[src/rtl/cursor_src_arbiter.sv]
// Once-per-frame cursor owner selection between the mouse stream and a keypad source.
// Outputs are clamped to the visible area and held stable for the whole frame.
module cursor_src_arbiter #(
    parameter int W           = 12,
    parameter int H_MAX       = 799,
    parameter int V_MAX       = 599,
    parameter int HOLD_FRAMES = 60
) (
    input  logic         pclk,
    input  logic         rst,
    input  logic         vs_in,
    input  logic [W-1:0] m_xpos,
    input  logic [W-1:0] m_ypos,
    input  logic         m_left,
    input  logic         k_valid,
    input  logic [W-1:0] k_xpos,
    input  logic [W-1:0] k_ypos,
    input  logic         k_left,
    output logic [W-1:0] xpos_out,
    output logic [W-1:0] ypos_out,
    output logic         left_out,
    output logic         left_click,
    output logic         frame_upd,
    output logic [1:0]   owner
);

    localparam int CW = $clog2(HOLD_FRAMES + 1);
    localparam logic [W-1:0]  H_LIM    = W'(H_MAX);
    localparam logic [W-1:0]  V_LIM    = W'(V_MAX);
    localparam logic [CW-1:0] CNT_LAST = CW'(HOLD_FRAMES - 1);

    typedef enum logic [1:0] {
        ST_IDLE  = 2'b00,
        ST_MOUSE = 2'b01,
        ST_KBD   = 2'b10
    } state_t;

    function automatic logic [W-1:0] clamp(input logic [W-1:0] v, input logic [W-1:0] lim);
        return (v > lim) ? lim : v;
    endfunction

    state_t        state_r, state_nx_s;
    logic [CW-1:0] idle_cnt_r, cnt_nx_s;
    logic          vs_d_r;
    logic [W-1:0]  m_prev_x_r, m_prev_y_r;
    logic          m_act_r, k_act_r;
    logic [W-1:0]  k_x_r, k_y_r;
    logic          k_left_r;
    logic [W-1:0]  xpos_r, ypos_r, x_nx_s, y_nx_s;
    logic          left_r, left_nx_s, click_r, upd_r;
    logic          tick_s, m_now_s, a_m_s, a_k_s;

    assign tick_s  = vs_in & ~vs_d_r;
    assign m_now_s = (m_xpos != m_prev_x_r) | (m_ypos != m_prev_y_r) | m_left;
    assign a_m_s   = m_act_r | m_now_s;
    assign a_k_s   = k_act_r | k_valid;

    // Activity tracking: tick clears the per-frame flags, the tick cycle itself is seen through a_m_s/a_k_s.
    always_ff @(posedge pclk) begin
        if (rst) begin
            vs_d_r     <= 1'b0;
            m_prev_x_r <= '0;
            m_prev_y_r <= '0;
            m_act_r    <= 1'b0;
            k_act_r    <= 1'b0;
            k_x_r      <= '0;
            k_y_r      <= '0;
            k_left_r   <= 1'b0;
        end else begin
            vs_d_r     <= vs_in;
            m_prev_x_r <= m_xpos;
            m_prev_y_r <= m_ypos;
            m_act_r    <= tick_s ? 1'b0 : (m_act_r | m_now_s);
            k_act_r    <= tick_s ? 1'b0 : (k_act_r | k_valid);
            if (k_valid) begin
                k_x_r    <= k_xpos;
                k_y_r    <= k_ypos;
                k_left_r <= k_left;
            end
        end
    end

    // Ownership decision, only taken at the frame tick; the current owner is sticky on a tie.
    always_comb begin
        state_nx_s = state_r;
        cnt_nx_s   = idle_cnt_r;
        if (tick_s) begin
            case (state_r)
                ST_IDLE: begin
                    cnt_nx_s = '0;
                    if (a_m_s) begin
                        state_nx_s = ST_MOUSE;
                    end else if (a_k_s) begin
                        state_nx_s = ST_KBD;
                    end else begin
                        state_nx_s = ST_IDLE;
                    end
                end
                ST_MOUSE: begin
                    if (a_m_s) begin
                        cnt_nx_s = '0;
                    end else if (a_k_s) begin
                        state_nx_s = ST_KBD;
                        cnt_nx_s   = '0;
                    end else if (idle_cnt_r == CNT_LAST) begin
                        state_nx_s = ST_IDLE;
                        cnt_nx_s   = '0;
                    end else begin
                        cnt_nx_s = idle_cnt_r + CW'(1);
                    end
                end
                ST_KBD: begin
                    if (a_k_s) begin
                        cnt_nx_s = '0;
                    end else if (a_m_s) begin
                        state_nx_s = ST_MOUSE;
                        cnt_nx_s   = '0;
                    end else if (idle_cnt_r == CNT_LAST) begin
                        state_nx_s = ST_IDLE;
                        cnt_nx_s   = '0;
                    end else begin
                        cnt_nx_s = idle_cnt_r + CW'(1);
                    end
                end
                default: begin
                    state_nx_s = ST_IDLE;
                    cnt_nx_s   = '0;
                end
            endcase
        end else begin
            state_nx_s = state_r;
            cnt_nx_s   = idle_cnt_r;
        end
    end

    // Output selection for the owner chosen at this tick; keypad data in the tick cycle bypasses the shadow.
    always_comb begin
        x_nx_s    = xpos_r;
        y_nx_s    = ypos_r;
        left_nx_s = 1'b0;
        case (state_nx_s)
            ST_MOUSE: begin
                x_nx_s    = clamp(m_xpos, H_LIM);
                y_nx_s    = clamp(m_ypos, V_LIM);
                left_nx_s = m_left;
            end
            ST_KBD: begin
                x_nx_s    = clamp(k_valid ? k_xpos : k_x_r, H_LIM);
                y_nx_s    = clamp(k_valid ? k_ypos : k_y_r, V_LIM);
                left_nx_s = k_valid ? k_left : k_left_r;
            end
            default: begin
                x_nx_s    = xpos_r;
                y_nx_s    = ypos_r;
                left_nx_s = 1'b0;
            end
        endcase
    end

    // State and output registers; outputs change only on the tick edge.
    always_ff @(posedge pclk) begin
        if (rst) begin
            state_r    <= ST_IDLE;
            idle_cnt_r <= '0;
            xpos_r     <= '0;
            ypos_r     <= '0;
            left_r     <= 1'b0;
            click_r    <= 1'b0;
            upd_r      <= 1'b0;
        end else begin
            state_r    <= state_nx_s;
            idle_cnt_r <= cnt_nx_s;
            upd_r      <= tick_s;
            click_r    <= tick_s & left_nx_s & ~left_r;
            if (tick_s) begin
                xpos_r <= x_nx_s;
                ypos_r <= y_nx_s;
                left_r <= left_nx_s;
            end
        end
    end

    assign xpos_out   = xpos_r;
    assign ypos_out   = ypos_r;
    assign left_out   = left_r;
    assign left_click = click_r;
    assign frame_upd  = upd_r;
    assign owner      = state_r;

endmodule

[config.mk]
export PLATFORM = sky130hd
export DESIGN_NAME = cursor_src_arbiter
export DESIGN_NICKNAME = d
export VERILOG_FILES = /design/src/rtl/cursor_src_arbiter.sv
export SDC_FILE = /design/constraint.sdc
export NUM_CORES = 1
export LEC_CHECK = 0
export BUFFER_PORTS_ARGS = -buffer_cell sky130_fd_sc_hd__clkbuf_2
export CORE_ASPECT_RATIO = 1.75
export CORE_UTILIZATION = 57
export DETAILED_ROUTE_END_ITERATION = 10
export PLACE_DENSITY_LB_ADDON = 0.12
export SETUP_SLACK_MARGIN = 0.5
export SYNTH_ARGS = -nofsm -noshare
export SYNTH_HDL_FRONTEND = slang
export SYNTH_SLANG_ARGS = --single-unit
[constraint.sdc]
create_clock -name pclk -period 4.78 [get_ports pclk]
set_input_delay 0.239 -clock pclk [delete_from_list [all_inputs] [get_ports pclk]]
set_output_delay 0.239 -clock pclk [all_outputs]
set_load 0.02 [all_outputs]
==> summary.txt, run 1 <==
Floorplan
  • Total die area: between 0.006 and 0.007 mm²
  • Core Region: between 0.006 and 0.007 mm²
  • Ports: just over 80
  • Initial cell density of the core: 0.5957
  • Row count: 38
  • Chip Height: around 110 µm
  • DIE WIDTH: about 63 µm

Synthesis
  • Post-synthesis sequential area ratio: 0.4659
  • Number of synthesized flops with an enable pin: 0
  • Syn nets: 454
  • Yosys Warn Count: 0
  • FFs w/ async S/R, synth: 0
  • Prevailing post-synth register cell: dfxtp_1
  • Syn_area_per_cell: 9.513 µm²
  • Synth cell types: 50
  • Post-Synthesis Cells: ~390
  • Synthesized flop and latch total: 87
  • Synthesized area: between 0.003 and 0.004 mm²

CTS
  • CTS Buf Count: 9
  • Reg clk slew, reported paths: around 80 ps
  • Clock Tree Buf Depth: 2
  • Clock tree sinks: 87
  • Root buffer cell: clkbuf_8
  • CTS tree: done
  • Postcts setup bufs: 0
  • H-tree depth: 3
  • Post-CTS Resized: 0
  • Clock insertion delay at the later pin of the skew report: between 300 and 400 ps
  • CTS Hold Buffers Added: 0

Placement
  • Routability cong.: 0.8692
  • Placed cell area: between 0.004 and 0.005 mm²
  • Placed insts: 540
  • IO Port Bufs: 82
  • Place WS: 1305 ps
  • DP HPWL: about 6400 µm

Timing
  • Worst clock skew: approximately 9.8 ps
  • Pins over their slew limit: 0
  • Final setup TNS: 0 ps
  • Min Tclk post-route: about 3400 ps
  • Setup violators final: 0
  • RSZ-0062 raised after global routing: no
  • Final period util: 0.7163
  • Fmax achieved: roughly 300 MHz
  • Slew @ Worst Pin: approximately 850 ps
  • Final setup margin: about 1400 ps
  • Slew headroom: 0.4330
  • Hold Fails Final Rpt: 0

Drt
  • Post-route ant nets: 0
  • DR WL/cell: ~15 µm
  • Vias per inst: approximately 5.5
  • Iteration-0 DRC Markers: 140
  • DRC: 0
  • Final WL: about 8500 µm
  • Vias: about 3,000
  • Drt pass-1 iters: 4

GRT
  • Initial antenna violation count: 0
  • All-Layer GR Usage: 0.2613
  • Largest net degree at the start of global routing: 81
  • Vias in the first global route: just under 3,000
  • GR Overflow Total: 0
  • First-pass GRT wire length: between 10,000 and 15,000 µm

Pwr
  • Static leakage: approximately 1.9 nW
  • Power per cell area: approximately 340 mW/mm²
  • Worst VDD drop: between 0.0002 and 0.00025 V

Hold path
  • Hold Path Class: in -> reg

Cells and area
  • Antenna Diode Count: 0
  • Fin cells: ~550
  • Seq. cell area: ~0.0017 mm²
  • Final Cell Area: about 0.0044 mm²
  • Area of the multi-input gates: around 0.0019 mm²
  • Most frequent cells in the layout: 87 x dfxtp_1, 82 x clkbuf_2, 45 x nor2_1, 39 x nor2b_1, 24 x xor2_1
  • Area Overhead vs Synth: 16.87%
  • Fill cells: 533
  • Commonest non-fill, non-tap cell in the layout: dfxtp_1
  • Share of cells above drive strength 1: 0.2516
  • Fin nets: around 530
  • Final design utilization: 0.6962

Setup path
  • CP startpoint kind: register
  • Top cell family by delay on the critical path: simple AND/OR/NAND/NOR gates
  • Worst endpoint data arrival time: between 3000 and 4000 ps
  • CP cell instances: xor2_1 -> nor4_1 -> nand3_2 -> nor2_4 -> mux2i_1 -> a31oi_1 -> ha_1 -> nand2b_1 -> nor3_1 -> a2111oi_0
  • Critical path class: reg -> reg
  • CP Buf/Inv Count: 0
  • Critical-path top delay cell: nand2b_1
  • Critical Path End Type: register
  • Slowest stage delay, CP: ~660 ps
  • Crit Path Max Fanout: 23
  • Critical Path RT: about 5000 ps

Run
  • Max Cap Viol: 0

Status
  • Status: completed
[routing by layer]
metal	vias to the layer above	wire [µm]	GRT usage
li1	1512	-	-
met1	1427	3373	0.2863
met2	85	4571	0.4747
met3	15	388	0.05858
met4	0	179	0.1169
met5	-	0	0
[registers in the layout, indices dropped and copies added (netlist names)]
signal      count
k_left_r        1
left_click      1
idle_cnt_r      6
vs_d_r          1
k_x_r          12
m_prev_y_r     12
k_y_r          12
m_prev_x_r     12
left_out        1
m_act_r         1
owner           2
k_act_r         1
xpos_out       12
ypos_out       12
frame_upd       1
[synth_stat cells (7+ instances only)]
master	instances	area, µm²
a21oi_1	14	70.07
and2_1	8	50.05
clkbuf_1	10	37.54
dfxtp_1	87	1742
ha_1	7	87.58
inv_1	9	33.78
mux2_2	11	123.9
mux2i_1	16	160.2
nand2_1	20	75.07
nor2_1	45	168.9
nor2b_1	39	244.0
nor3_1	20	100.1
o21ai_0	9	45.04
o221ai_1	7	61.31
xor2_1	24	210.2
[final timing paths]
check / startpoint / to / slack, ps / cells past startpoint
worst min register to register: left_out / left_click / 460 / 1
worst max register to register: m_prev_x_r[11] / ypos_out[0] / 1360 / 10
worst min-delay path: vs_in / vs_d_r / 140 / 2
worst max-delay path: m_prev_x_r[11] / ypos_out[0] / 1360 / 10
[report_power, final]
group | switching, mW | total [mW] | internal (mW)
logic | 0.116 | 0.198 | 0.0821
clock network | 0.231 | 0.493 | 0.262
registers | 0.0184 | 0.782 | 0.763
total | 0.365 | 1.47 | 1.11
[logic make-up after synthesis]
kind of cell,Yosys count,share of synthesized area
AOI/OAI and AO/OA,59,0.1118
xor gates and xnor gates,25,0.05857
adders and majority gates,7,0.02343
buffers and inverters,27,0.03246
DFF,87,0.4659
muxes,27,0.07597
and+or+nand+nor,161,0.2319
[through the flow]
stage	hold WS (ps)	power, mW
3_5_place_dp	443.3	0.9965
6_report	135.4	1.473
3_3_place_gp	434.4	0.9920
4_1_cts	126.9	1.485
5_1_grt	143.2	1.537
2_1_floorplan	367.2	0.9245
[area by class of cell]
cell class | instances | area share
timing repair buffer | 85 | 0.09908
clock buffer | 12 | 0.03551
sequential | 87 | 0.3986
multi-input combinational | 279 | 0.4293
inverter | 9 | 0.007732
clock inverter | 1 | 0.006873
tap | 80 | 0.02291
Note: power is estimated with default switching activity, not from simulation.
==> run 2, diff against run 1 <==
Settings changed: CORE_UTILIZATION 57 to 49.
Clock period 4.78 ns to 3.01 ns, I/O delays scaled along.
==> run 2 against run 1 <==
Maximum frequency increased by 24%. Critical path depth grew 2. Register-to-register slack got worse by 1100 ps. Worst hold slack worse by 79 ps. First-iteration DRC count shrank 26%. Clock skew is 2.9 ps lower. Critical endpoint is now xpos_out[3]. Highest routed layer unchanged.
==> summary.txt, run 2 (synthesized netlist as in run 1, its figures left out) <==
Status
  • Status: completed

Timing
  • RSZ-0062 raised after global routing: yes
  • Pins over their slew limit: 0
  • Fmax achieved: roughly 360 MHz
  • Final setup TNS: 0 ps
  • Worst hold margin: between 50 and 60 ps
  • Slew headroom: 0.5294
  • Worst clock skew: 6.909 ps
  • Slew @ Worst Pin: 697.0 ps
  • Final setup margin: about 240 ps
  • Min Tclk post-route: approximately 2800 ps
  • Setup violators final: 0
  • Final period util: 0.9199
  • Hold Fails Final Rpt: 0

Drt
  • Iteration-0 DRC Markers: between 100 and 150
  • DR WL/cell: around 16 µm
  • Vias per inst: about 5.4
  • Drt pass-1 iters: 4
  • Final WL: 9754 µm
  • Post-route ant nets: 0
  • Vias: 3,215
  • DRC: 0

CTS
  • Reg clk slew, reported paths: approximately 70 ps
  • CTS Buf Count: 9
  • Clock Tree Buf Depth: 2
  • H-tree depth: 3
  • Clock insertion delay at the later pin of the skew report: 340 ps
  • CTS tree: done
  • Clock tree sinks: slightly below 90
  • Root buffer cell: clkbuf_16

GRT
  • All-Layer GR Usage: 0.2557
  • Largest net degree at the start of global routing: 52
  • Vias in the first global route: between 3,000 and 4,000
  • First-pass GRT wire length: approximately 15,000 µm
  • Initial antenna violation count: 0
  • GR Overflow Total: 0

Pwr
  • Sw frac: 0.2498
  • Static leakage: 2.224 nW
  • Combinational power share: 0.141
  • P_sw: ~0.7 mW
  • Clock power frac: 0.425
  • Worst VDD drop: between 0.0004 and 0.0005 V
  • Sequential share of power: 0.434
  • Cell-internal power: around 2.1 mW
  • Power per cell area: 556.1 mW/mm²

Floorplan
  • Initial cell density of the core: 0.5132
  • Ports: 83
  • Row count: roughly 40
  • Chip Height: about 120 µm
  • Total die area: between 0.007 and 0.008 mm²
  • Core Region: roughly 0.0073 mm²
  • DIE WIDTH: 68.03 µm

Placement
  • Place WS: 50.39 ps
  • IO Port Bufs: 82
  • DP HPWL: roughly 6700 µm
  • Placed cell area: 0.004370 mm²
  • Routability cong.: around 0.84

Run
  • Max Cap Viol: 0

Setup path
  • Critical Path End Type: register
  • Critical-path top delay cell: or4_4
  • Slowest stage delay, CP: roughly 500 ps
  • Critical path class: reg -> reg
  • CP Buf/Inv Count: 1
  • Worst endpoint data arrival time: roughly 3000 ps
  • CP startpoint kind: register
  • Top cell family by delay on the critical path: simple AND/OR/NAND/NOR gates
  • Crit Path Max Fanout: 5
  • Critical Path RT: 3210 ps
  • CP cell instances: ha_4 -> inv_2 -> or4_4 -> o21ai_1 -> a21oi_1 -> mux2i_2 -> a31oi_2 -> ha_4 -> or3_4 -> nand2b_4 -> o221ai_2 -> a21oi_1

Cells and area
  • Fill cells: around 580
  • Final design utilization: 0.7051
  • Most frequent cells in the layout: 83 x dfxtp_1, 82 x clkbuf_2, 41 x nor2_1, 39 x nor2b_1, 30 x buf_4
  • Area of the multi-input gates: approximately 0.0022 mm²
  • Antenna Diode Count: 0
  • Area Overhead vs Synth: 37.38%
  • Final Cell Area: slightly above 0.005 mm²
  • Commonest non-fill, non-tap cell in the layout: dfxtp_1
  • Fin nets: 568
  • Share of cells above drive strength 1: 0.4102
  • Seq. cell area: 0.001747 mm²

Hold path
  • Hold Path Class: in -> reg
==> run 2: path summary, 6_finish.rpt <==
check / startpoint / to / slack (ps) / cells after the start
min reg2reg: left_out / left_click / 450 / 1
max reg2reg: idle_cnt_r[1] / xpos_out[3] / 240 / 12
min: vs_in / vs_d_r / 60 / 2
max: idle_cnt_r[1] / xpos_out[3] / 240 / 12
==> run 2: per-layer routing <==
metal | vias up | GRT usage | part of all wire
met3 | 22 | 0.05717 | 0.034
met4 | 0 | 0.1198 | 0.032
li1 | 1588 | - | -
met2 | 73 | 0.4534 | 0.56
met1 | 1532 | 0.2689 | 0.38
met5 | - | 0 | 0
==> run 2: worst reg2reg max path, cell delays in order, from the launching register on <==
cell and delay (ps):
dfxtp_2 360, ha_4 150, inv_2 30, or4_4 500, o21ai_1 110, a21oi_1 100, mux2i_2 220, a31oi_2 150
ha_4 200, or3_4 340, nand2b_4 190, o221ai_2 210, a21oi_1 80
==> run 2: cell type report <==
class / count / area share
sequential: 87 / 0.3401
clock buffer: 10 / 0.04653
tap: 86 / 0.02095
inverter: 9 / 0.006577
multi-input combinational: 280 / 0.4256
timing repair buffer: 120 / 0.1425
clock inverter: 6 / 0.01778
==> run 2: metrics by stage <==
step | instances | total power, mW
after global placement | 556 | 1.600
after CTS | 594 | 2.850
after floorplan | 393 | 1.484
after global routing | 598 | 2.957
after detailed placement | 556 | 1.606
final | 598 | 2.856
==> run 2: repair_timing <==
action | in CTS | in global routing
hold buffers | 0 | 0
gates cloned | 2 | 0
resized for setup | 35 | 21
endpoints found under the setup margin | 26 | 26
pin swaps | 21 | 15
buffers inserted | 20 | 4
==> run 2: power by group through the flow <==
stage | combinational (mW) | clock (mW) | sequential (mW)
after floorplan | 0.195 | 0 | 1.29
after global placement | 0.337 | 0 | 1.26
after detailed placement | 0.340 | 0 | 1.27
after CTS | 0.384 | 1.23 | 1.24
after global routing | 0.437 | 1.27 | 1.25
final | 0.403 | 1.21 | 1.24
